==> src/rtl/fwd_pkg.sv <==
// Shared types, constants and the tag-compare helper for the forwarding unit.
package fwd_pkg;

   localparam int unsigned REG_W  = 5;
   localparam int unsigned DATA_W = 32;
   localparam int unsigned CNT_W  = 16;

   localparam logic [REG_W-1:0] REG_ZERO = 5'd0;

   typedef struct packed {
      logic [REG_W-1:0] write_reg;
      logic             reg_write;
      logic             mem_read;
   } dst_tag_t;

   typedef struct packed {
      logic [REG_W-1:0] rs_addr;
      logic [REG_W-1:0] rt_addr;
      dst_tag_t         dst;
   } ex_tag_t;

   localparam ex_tag_t TAG_BUBBLE = '0;

   typedef enum logic {
      ST_RUN  = 1'b0,
      ST_HOLD = 1'b1
   } fsm_state_e;

   // A producer hits a source only if it writes a real (non-zero) register.
   function automatic logic tag_match(input dst_tag_t tag, input logic [REG_W-1:0] src);
      return tag.reg_write && (tag.write_reg != REG_ZERO) && (tag.write_reg == src);
   endfunction

endpackage

==> src/rtl/fwd_match.sv <==
// Per-operand comparator and substitution mux against the MEM and WB stage tags.
module fwd_match
   import fwd_pkg::*;
(
   input  dst_tag_t            mem_tag_i,
   input  dst_tag_t            wb_tag_i,
   input  logic [REG_W-1:0]    src_addr_i,
   input  logic [DATA_W-1:0]   operand_i,
   input  logic [DATA_W-1:0]   mem_data_i,
   input  logic [DATA_W-1:0]   wb_data_i,
   input  logic                alu_fwd_i,
   output logic                mem_hit_o,
   output logic                wb_hit_o,
   output logic [DATA_W-1:0]   f_operand_o,
   output logic [DATA_W-1:0]   s_operand_o
);

   // A load in MEM only carries its address, so it can never feed this operand.
   assign mem_hit_o = tag_match(mem_tag_i, src_addr_i) && !mem_tag_i.mem_read;
   assign wb_hit_o  = tag_match(wb_tag_i, src_addr_i);

   always_comb begin
      f_operand_o = operand_i;
      s_operand_o = operand_i;
      if (mem_hit_o) begin
         f_operand_o = mem_data_i;
      end else if (alu_fwd_i && wb_hit_o) begin
         f_operand_o = wb_data_i;
      end
      if (wb_hit_o) begin
         s_operand_o = wb_data_i;
      end
   end

endmodule

==> src/rtl/forward_unit.sv <==
// Operand forwarding and load-use stall detection for a five-stage pipeline.
// Optional macro FWD_PERF_EN adds saturating stall / forward event counters.
module forward_unit
   import fwd_pkg::*;
(
   input  logic              CLOCK,
   input  logic              RESET,
   input  logic [REG_W-1:0]  ID_RsAddr_IN,
   input  logic [REG_W-1:0]  ID_RtAddr_IN,
   input  logic [REG_W-1:0]  ID_WriteReg_IN,
   input  logic              ID_RegWrite_IN,
   input  logic              ID_MemRead_IN,
   input  logic [DATA_W-1:0] OperandA_IN,
   input  logic [DATA_W-1:0] OperandB_IN,
   input  logic [DATA_W-1:0] MEM_ALUResult_IN,
   input  logic [DATA_W-1:0] WB_Data_IN,
   output logic [DATA_W-1:0] FOperandA_OUT,
   output logic [DATA_W-1:0] FOperandB_OUT,
   output logic              Alu_forward_OUT,
   output logic [DATA_W-1:0] S_operandA_OUT,
   output logic [DATA_W-1:0] S_operandB_OUT,
   output logic              mem_forward_OUT,
   output logic              Stall_OUT
`ifdef FWD_PERF_EN
   ,
   output logic [CNT_W-1:0]  StallCount_OUT,
   output logic [CNT_W-1:0]  FwdCount_OUT
`endif
);

   ex_tag_t    ex_tag_q;
   ex_tag_t    ex_tag_d;
   dst_tag_t   mem_tag_q;
   dst_tag_t   wb_tag_q;
   fsm_state_e state_q;

   logic load_use_c;
   logic stall_c;
   logic mem_hit_a_c, mem_hit_b_c;
   logic wb_hit_a_c, wb_hit_b_c;
   logic alu_fwd_c;
   logic mem_fwd_c;

   // Only the load currently in EXE can create a load-use hazard.
   assign load_use_c = ex_tag_q.dst.mem_read &&
                       (tag_match(ex_tag_q.dst, ID_RsAddr_IN) ||
                        tag_match(ex_tag_q.dst, ID_RtAddr_IN));
   assign stall_c    = (state_q == ST_RUN) && load_use_c;

   always_comb begin
      ex_tag_d = TAG_BUBBLE;
      if (!stall_c) begin
         ex_tag_d.rs_addr       = ID_RsAddr_IN;
         ex_tag_d.rt_addr       = ID_RtAddr_IN;
         ex_tag_d.dst.write_reg = ID_WriteReg_IN;
         ex_tag_d.dst.reg_write = ID_RegWrite_IN;
         ex_tag_d.dst.mem_read  = ID_MemRead_IN;
      end
   end

   always_ff @(posedge CLOCK or negedge RESET) begin
      if (!RESET) begin
         ex_tag_q  <= TAG_BUBBLE;
         mem_tag_q <= TAG_BUBBLE.dst;
         wb_tag_q  <= TAG_BUBBLE.dst;
      end else begin
         ex_tag_q  <= ex_tag_d;
         mem_tag_q <= ex_tag_q.dst;
         wb_tag_q  <= mem_tag_q;
      end
   end

   // HOLD blocks a second stall for the same load/consumer pair.
   always_ff @(posedge CLOCK or negedge RESET) begin
      if (!RESET) begin
         state_q <= ST_RUN;
      end else begin
         case (state_q)
            ST_RUN:  if (load_use_c) state_q <= ST_HOLD;
            ST_HOLD: state_q <= ST_RUN;
            default: state_q <= ST_RUN;
         endcase
      end
   end

   fwd_match u_match_a (
      .mem_tag_i   (mem_tag_q),
      .wb_tag_i    (wb_tag_q),
      .src_addr_i  (ex_tag_q.rs_addr),
      .operand_i   (OperandA_IN),
      .mem_data_i  (MEM_ALUResult_IN),
      .wb_data_i   (WB_Data_IN),
      .alu_fwd_i   (alu_fwd_c),
      .mem_hit_o   (mem_hit_a_c),
      .wb_hit_o    (wb_hit_a_c),
      .f_operand_o (FOperandA_OUT),
      .s_operand_o (S_operandA_OUT)
   );

   fwd_match u_match_b (
      .mem_tag_i   (mem_tag_q),
      .wb_tag_i    (wb_tag_q),
      .src_addr_i  (ex_tag_q.rt_addr),
      .operand_i   (OperandB_IN),
      .mem_data_i  (MEM_ALUResult_IN),
      .wb_data_i   (WB_Data_IN),
      .alu_fwd_i   (alu_fwd_c),
      .mem_hit_o   (mem_hit_b_c),
      .wb_hit_o    (wb_hit_b_c),
      .f_operand_o (FOperandB_OUT),
      .s_operand_o (S_operandB_OUT)
   );

   assign alu_fwd_c = mem_hit_a_c || mem_hit_b_c;
   assign mem_fwd_c = (wb_hit_a_c || wb_hit_b_c) && !alu_fwd_c;

   assign Alu_forward_OUT = alu_fwd_c;
   assign mem_forward_OUT = mem_fwd_c;
   assign Stall_OUT       = stall_c;

`ifdef FWD_PERF_EN
   logic [CNT_W-1:0] stall_cnt_q;
   logic [CNT_W-1:0] fwd_cnt_q;

   always_ff @(posedge CLOCK or negedge RESET) begin
      if (!RESET) begin
         stall_cnt_q <= '0;
         fwd_cnt_q   <= '0;
      end else begin
         if (stall_c && (stall_cnt_q != {CNT_W{1'b1}})) begin
            stall_cnt_q <= stall_cnt_q + CNT_W'(1);
         end
         if ((alu_fwd_c || mem_fwd_c) && (fwd_cnt_q != {CNT_W{1'b1}})) begin
            fwd_cnt_q <= fwd_cnt_q + CNT_W'(1);
         end
      end
   end

   assign StallCount_OUT = stall_cnt_q;
   assign FwdCount_OUT   = fwd_cnt_q;
`endif

endmodule

==> config.mk <==
export PLATFORM = sky130hd
export DESIGN_NAME = forward_unit
export DESIGN_NICKNAME = d
export VERILOG_FILES = /design/src/rtl/fwd_pkg.sv /design/src/rtl/fwd_match.sv /design/src/rtl/forward_unit.sv
export SDC_FILE = /design/constraint.sdc
export NUM_CORES = 1
export LEC_CHECK = 0
export CAP_MARGIN = 10
export CORE_AREA = 2 2 109 111
export CTS_CLUSTER_SIZE = 40
export DETAILED_ROUTE_END_ITERATION = 6
export DIE_AREA = 0 0 111 113
export GPL_TIMING_DRIVEN = 0
export PLACE_DENSITY = 0.84
export SKIP_LAST_GASP = 1
export SYNTH_ARGS = -nofsm -noshare
export SYNTH_HDL_FRONTEND = slang
export SYNTH_SLANG_ARGS = --single-unit
==> constraint.sdc <==
create_clock -name CLOCK -period 3.55 [get_ports CLOCK]
set_input_delay 0.355 -clock CLOCK [delete_from_list [all_inputs] [get_ports CLOCK]]
set_output_delay 0.355 -clock CLOCK [all_outputs]
set_load 0.05 [all_outputs]
# Word level (Yosys, flattened, before mapping)
# Cells that the tools add are included.
# Widths: inputs -> output; s select.
# word_totals
ff_bits,31
in_bits,147
output_inout_bits,131
word_cells,51
# op_classes
eq_ne,6
muxes,9
n_bitwise,1
n_reduce_logical,24
# op_table
operator,n
$mux 32,6
$eq 5x5->1,6
$mux 17,1
$logic_and 1x1->1,16
$reduce_bool 5->1,3
$logic_or 1x1->1,3
$logic_not 1->1,2
$pmux 1 s2,1
$mux 1,1
$not 1->1,1

# Logic depth before layout (Yosys ltp)
# Gate-level depths: netlist (run 1).
# depth
ltp_word,8
ltp_mapped,7
mapped_depth_nobuf,5

# By module
# A second synthesis (run 1) with hierarchy kept.
# unflattened
hier_cells,594
area_unflattened_um2,5007.3
# by_module_without_submodules
module,instances,cells_each,area_per_inst_um2,seq_area_each_um2
fwd_match,2,260,1934.4,0.0
forward_unit,1,74,1138.6,800.8

# Worst setup path before layout (run 1)
# Ideal clock, no wire load.
# synth_path
path_kind,register to output
from,register mem_tag_q[2] in the netlist's numbering
to,output FOperandA_OUT[15]
arrival_time_ps,2482
required_time_ps,3195
slack_ps,713
path_stages_with_launch,7
n_path_buf,1
path_cell_list,dfrtp_1 or4_4 o21ai_4 or4_4 clkbuf_2 o21ai_0 a31oi_1
# synth_between
elab_chain_len,8
# synth_lines
item,line,rtl
start: declaration,forward_unit.sv:33,dst_tag_t mem_tag_q;
start signal: assignment,forward_unit.sv:64,mem_tag_q <= TAG_BUBBLE.dst;
start signal: assignment,forward_unit.sv:68,mem_tag_q <= ex_tag_q.dst;
$reduce_bool 5->1,fwd_pkg.sv:31,return tag.reg_write && (tag.write_reg != REG_ZERO) && (tag.write_reg == src);
$logic_and 1x1->1 (2 in a row),fwd_pkg.sv:31,
$logic_and 1x1->1,fwd_match.sv:19,"assign mem_hit_o = tag_match(mem_tag_i, src_addr_i) && !mem_tag_i.mem_read;"
$logic_or 1x1->1,forward_unit.sv:114,assign alu_fwd_c = mem_hit_a_c || mem_hit_b_c;
$logic_and 1x1->1,fwd_match.sv:27,end else if (alu_fwd_i && wb_hit_o) begin
$mux 32,fwd_match.sv:27,
$mux 32 *,fwd_match.sv:25,if (mem_hit_o) begin
end: declaration,forward_unit.sv:17,"output logic [DATA_W-1:0] FOperandA_OUT,"
# Every way passes the cells marked *; elsewhere a longest branch is shown, timed or not.

# Worst setup path after layout (run 1)
# layout_path
from,register mem_tag_q[2] in the netlist's numbering
to,output FOperandA_OUT[11]
# The elaborated chain is that of the path after synthesis.

==> flow_summary.ini, run 1 <==
[outcome]
status = finished, final reports clean

[routing]
wl_per_cell_um = 19.7
wl_um = 20500
viasPerCell = 5.55
vias = 5775
drt-initial-drc-count = 618
ant_nets = 0
drc = 0
drt-pass1-iter-count = 6

[worst_setup_path]
critPathRequiredTime_ns = 3.19
startpoint_type = register
cp-end-kind = output pin
worstPathMaxFanout = 10
path_cells = or4_4, o21ai_4, or4_4, buf_6, buf_6, nor2_1, a31oi_1, clkdlybuf4s50_1
cpMaxStageDelayCell = clkdlybuf4s50_1
arrival_ns = 3.14
critPathKind = register to output pin
cpPeakStageDelay_ns = 0.85

[timing]
rsz0062_at_grt = true
worst_slew_pin_slew_ns = 0.649
drv_slew = 0
max_slew_margin_pct = 56.7
finClkSkew_ns = 0.00244
post-route-period-util_pct = 98.5
finalCriticalPeriod_ns = 3.50
setup-violations-final = 0
report.final.hold_viol_count = 0
fmax_ghz = 0.286
holdWs_ns = 0.117

[global_routing]
gr-total-overflow = 0
grt_pass1_vias = 5246
grt.total_usage_pct = 30.4
grt_pass1_wl_um = 30300
grt_max_degree = 32
antenna_found_initial = 0

[cells_and_area]
antennaDiodeCount = 0
syn_to_final_growth_pct = 84.9
mostFrequentLayoutCell = clkdlybuf4s50_1
final_nets = 1045
fin_util_pct = 61.3
final_cell_mix = 229 x clkdlybuf4s50_1, 193 x nand2_1, 67 x nor2_1
drive_above_1_share_pct = 7.02

[synthesis]
synth_cells = 612
synth_top_family_by_area = simple AND/OR/NAND/NOR gates
synth_xor_area_share_pct = 7.03
netlist_area_um2 = 3740
yosys.cell_types.count = 31
synth-compound-area-share_pct = 27.4
yosysSeqAreaShare_pct = 20.7
avgSynthCellArea_um2 = 6.11
synth.area.mux_share_pct = 0
yosys_warnings = 0
syn_nets = 759
synth_fa_ha_area_share_pct = 0
ys_seq_elements = 31
synth-simple-area-share_pct = 35.1

[min_path]
hp-class = primary input to async pin

[clock_network]
cts_buffers = 5
clkTransAtPathRegs_ns = 0.04
clkSinkCount = 31
htree_levels = 2
tritoncts = built
cts_root_buf = clkbuf_16
insertion_delay_ns = 0.27
cts.hold.buffers_added = 0
clockBufferDepth = 2

[die]
die_x_um = 111
std_cell_rows = 39
dieHeight_um = 113
dieArea_um2 = 12500
ios = 278
start_util_pct = 33.2
core_um2 = 11300

[pwr]
power_density_nw_per_um2 = 247
vdd_drop_max_mv = 0.294
leakagePower_nw = 3.15

[run]
max_cap_viol_count = 0

[placement]
port_buffers = 277
hpwl_um = 15700
gp_congestion = 0.950
==> path summary, 6_finish.rpt <==
path | startpoint | endpoint | slack [ns] | cells past startpoint
worst max-delay path | mem_tag_q[2] | FOperandA_OUT[11] | 0.05 | 8
worst min-delay path | RESET | ex_tag_q[2] | 0.12 | 1
worst max register to register | ex_tag_q[2] | ex_tag_q[15] | 1.76 | 6
worst min register to register | mem_tag_q[1] | wb_tag_q[1] | 0.37 | 0
max in group asynchronous | RESET | wb_tag_q[3] | 3.01 | 1
min in group CLOCK | mem_tag_q[1] | wb_tag_q[1] | 0.37 | 0
==> cell usage after synthesis, drive strengths merged <==
cell type    n  area share (%)
nor4         2             1.1
nand3       18             2.5
or4          4             1.1
nor3         5            0.67
clkbuf      20             2.1
inv          1            0.10
o21ai       66             9.1
xnor2       12             2.8
a31oi       64              11
and3         2            0.33
xor2        18             4.2
o21a         1            0.20
a21oi       53             7.2
dfrtp       31              21
nor2        67             6.7
and2        17             2.8
nor2b        1            0.17
a211oi       1            0.20
nand2      194              20
buf         35             7.5
==> sequential cells by signal (all words and copies together) (netlist names) <==
name and cells:
mem_tag_q 7, wb_tag_q 6, state_q 1, ex_tag_q 17
==> worst max-delay path: cells and delay by family (launching register included) <==
family | cells | cell delay, ns
buffers and inverters | 3 | 1.18
and+or+nand+nor | 3 | 0.85
AOI/OAI and AO/OA | 2 | 0.43
DFF | 1 | 0.42
==> power breakdown <==
group	internal [W]	switching [W]
logic	0.000368	0.000573
registers	0.000375	0.0000222
clock network	0.000250	0.000121
==> layer usage <==
metal  wire length, um  global-route usage, %  up-vias
met5                 0                      0        -
met4               531                   9.83        0
met3              2050                   4.82       51
met2             10100                   53.1      415
met1              7750                   38.7     2653
li1                  -                      -     2656
==> kinds of logic after synthesis <==
| family | Yosys count |
|---|---|
| XOR/XNOR | 30 |
| AND/OR/NAND/NOR | 310 |
| buffers and inverters | 56 |
| flip-flops | 31 |
| AO/OA/AOI/OAI | 185 |
==> what timing repair did <==
| item | in CTS | in global routing |
|---|---|---|
| setup buffers | 0 | 3 |
| pin swaps | 0 | 1 |
| endpoints found under the setup margin | 55 | 52 |
| resized for setup | 18 | 41 |
==> through the flow <==
step | instances | TNS (ns) | setup WS [ns] | power, W | cell area [um^2]
detailed placement | 1032 | 0 | 0.101 | 0.00134 | 6690
floorplan | 612 | 0 | 0.713 | 0.000904 | 3740
finish | 1040 | 0 | 0.0524 | 0.00171 | 6910
global route | 1040 | -0.0905 | -0.0905 | 0.00178 | 6910
global placement | 1032 | 0 | 0.131 | 0.00134 | 6690
CTS | 1037 | -0.236 | -0.0523 | 0.00172 | 6810
==> layout make-up <==
cell class	count	area, um^2
Buffer	54	368
Multi-Input combinational cell	525	2600
Timing Repair Buffer	280	2860
Fill cell	1067	4360
Inverter	1	3.75
Tap cell	143	179
Sequential cell	31	776
Clock buffer	6	129
Power figures use the tool's default switching activity.
==> run 2, diff against run 1 <==
Settings changed: ABC_AREA set to 1, CORE_AREA 2 2 109 111 to 2 2 108 110, DIE_AREA 0 0 111 113 to 0 0 110 112, PLACE_DENSITY 0.84 to 0.88.
==> flow_summary.ini, run 2 <==
[outcome]
status = finished, final reports clean

[placement]
gp_congestion = 0.900
hpwl_um = 15100
port_buffers = 277
dpl-instance-area_um2 = 6960

[routing]
wl_per_cell_um = 16.0
drt-initial-drc-count = 526
drc = 0
viasPerCell = 5.02
ant_nets = 0
drt-pass1-iter-count = 5
wl_um = 19000
vias = 5973

[cells_and_area]
fillers = 1052
fin_util_pct = 63.9
antennaDiodeCount = 0
final_area_um2 = 7140
final_nets = 1194
top_regs = ex_tag_q (17), mem_tag_q (7), wb_tag_q (6)
mostFrequentLayoutCell = nand2_1
final_cell_mix = 288 x nand2_1, 277 x clkdlybuf4s50_1, 134 x nand3_1
drive_above_1_share_pct = 4.29
multi_input_area_um2 = 2490
regMostFlops = ex_tag_q
syn_to_final_growth_pct = 78.6
largest_reg_flops = 17
final-seq-area_um2 = 776

[pwr]
vdd_drop_max_mv = 0.338
leakagePower_nw = 3.53
power_density_nw_per_um2 = 259

[worst_setup_path]
startpoint_type = register
reg2regPathDepth = 6
critPathKind = register to output pin
path_cells = inv_1, nand2_1, nand2_1, nor2_1, nand3_1, inv_1, clkbuf_1, nand2_1, nand2_1, clkdlybuf4s50_1
worstPathMaxFanout = 10
cp-end-kind = output pin
cpLargestDelayFamily = buffers and inverters
cpMaxStageDelayCell = clkdlybuf4s50_1
arrival_ns = 2.96
r2r_start = ex_tag_q[6]
cp.depth = 10
cpMostUsedCell = nand2_1
r2r-end = ex_tag_q[10]
crit_path_end = FOperandA_OUT[22]
critPathLaunch = mem_tag_q[5]
cp_num_buf_inv = 4
rrSetupSlack_ns = 1.78
cpPeakStageDelay_ns = 0.82
critPathRequiredTime_ns = 3.19

[timing]
setup-violations-final = 0
post-route-period-util_pct = 93.4
drv_slew = 0
worst_slew_pin_slew_ns = 0.848
fmax_ghz = 0.302
finClkSkew_ns = 0.00526
rsz0062_at_grt = false
report.final.hold_viol_count = 0
fin_tns_setup_ns = 0
max_slew_margin_pct = 43.3
finalCriticalPeriod_ns = 3.32

[clock_network]
tritoncts = built
cts_post_setup_buffers_inserted = 0
htree_levels = 2
cts.hold.buffers_added = 0
insertion_delay_ns = 0.28
clkTransAtPathRegs_ns = 0.05
cts_root_buf = clkbuf_16
clockBufferDepth = 2
cts_resized = 0
cts_buffers = 5
clkSinkCount = 31

[global_routing]
grt_pass1_wl_um = 28500
gr-total-overflow = 0
antenna_found_initial = 0
grt_pass1_vias = 5613
grt.total_usage_pct = 29.7
grt_max_degree = 19

[die]
dieHeight_um = 112
core_um2 = 11200
die_x_um = 110
ios = 278
std_cell_rows = 39
dieArea_um2 = 12300
start_util_pct = 35.8

[min_path]
hp-class = register to register

[run]
max_cap_viol_count = 0

[synthesis]
ys.flop_type = dfrtp_1
yosys.cell_types.count = 26
yosysMostFrequentCell = nand2_1
synth_cells = 762
ys_seq_elements = 31
syn_nets = 909
synth_edf_count = 0
yosysSeqAreaShare_pct = 19.4
netlist_area_um2 = 4000
avgSynthCellArea_um2 = 5.24
yosys-top-cells-count = 288 x nand2_1, 134 x nand3_1, 131 x inv_1
yosys.area.top_type_share_pct = 27.1
yosys.area.top_type = nand2_1
synth_top_cells_by_area = nand2_1 27%, dfrtp_1 19%, nand3_1 17%, inv_1 12%, o21ai_0 5.3%
yosys_warnings = 0
async_reset_ff_share_pct = 100
==> run 2: cells by family (layout without fill, tap and decap cells) <==
kind of cell | count (synthesis) | count (layout) | synth area share, %
compound gates | 73 | 73 | 9.55
xor+xnor | 17 | 17 | 3.73
buf+inv | 178 | 464 | 18.4
flops | 31 | 31 | 19.4
simple gates | 463 | 463 | 49.0
==> run 2: cell type report <==
cell class / instances / share of cell area [%]
plain buffers: 46 / 3.35
clock buffers: 6 / 1.95
multi-input cells: 553 / 34.8
flip-flops and latches: 31 / 10.9
inverters: 132 / 6.94
clock inverters: 2 / 0.491
repair buffers: 278 / 39.1
well taps: 143 / 2.51
==> run 2: power by group <==
group | switching (W) | leakage (nW) | total [W] | internal, W
Combinational | 0.000578 | 3.08 | 0.000955 | 0.000377
Sequential | 0.0000222 | 0.365 | 0.000397 | 0.000375
Clock | 0.000148 | 0.0868 | 0.000496 | 0.000348
==> run 2: metrics by stage <==
stage	total power, W	instances	hold slack (ns)	setup WS (ns)
floorplan	0.000927	762	0.0594	0.972
global placement	0.00134	1182	0.359	0.404
detailed placement	0.00135	1183	0.362	0.397
CTS	0.00185	1191	0.371	0.225
global route	0.00192	1191	0.374	0.0263
finish	0.00185	1191	0.366	0.235
==> run 2: worst min path at each step <==
stage	from	end	slack, ns	cells after the start
after floorplan	RESET	ex_tag_q[0]	0.06	0
after global placement	ex_tag_q[0]	mem_tag_q[0]	0.36	0
after detailed placement	ex_tag_q[0]	mem_tag_q[0]	0.36	0
after CTS	ex_tag_q[0]	mem_tag_q[0]	0.37	0
after global routing	ex_tag_q[0]	mem_tag_q[0]	0.37	0
final	ex_tag_q[0]	mem_tag_q[0]	0.37	0
==> run 2: routing by layer <==
| layer | GRT usage, % | part of all wire [%] |
|---|---|---|
| met5 | 0 | 0 |
| met4 | 10.0 | 2.8 |
| met3 | 5.91 | 9.4 |
| met2 | 52.0 | 49 |
| met1 | 35.8 | 39 |
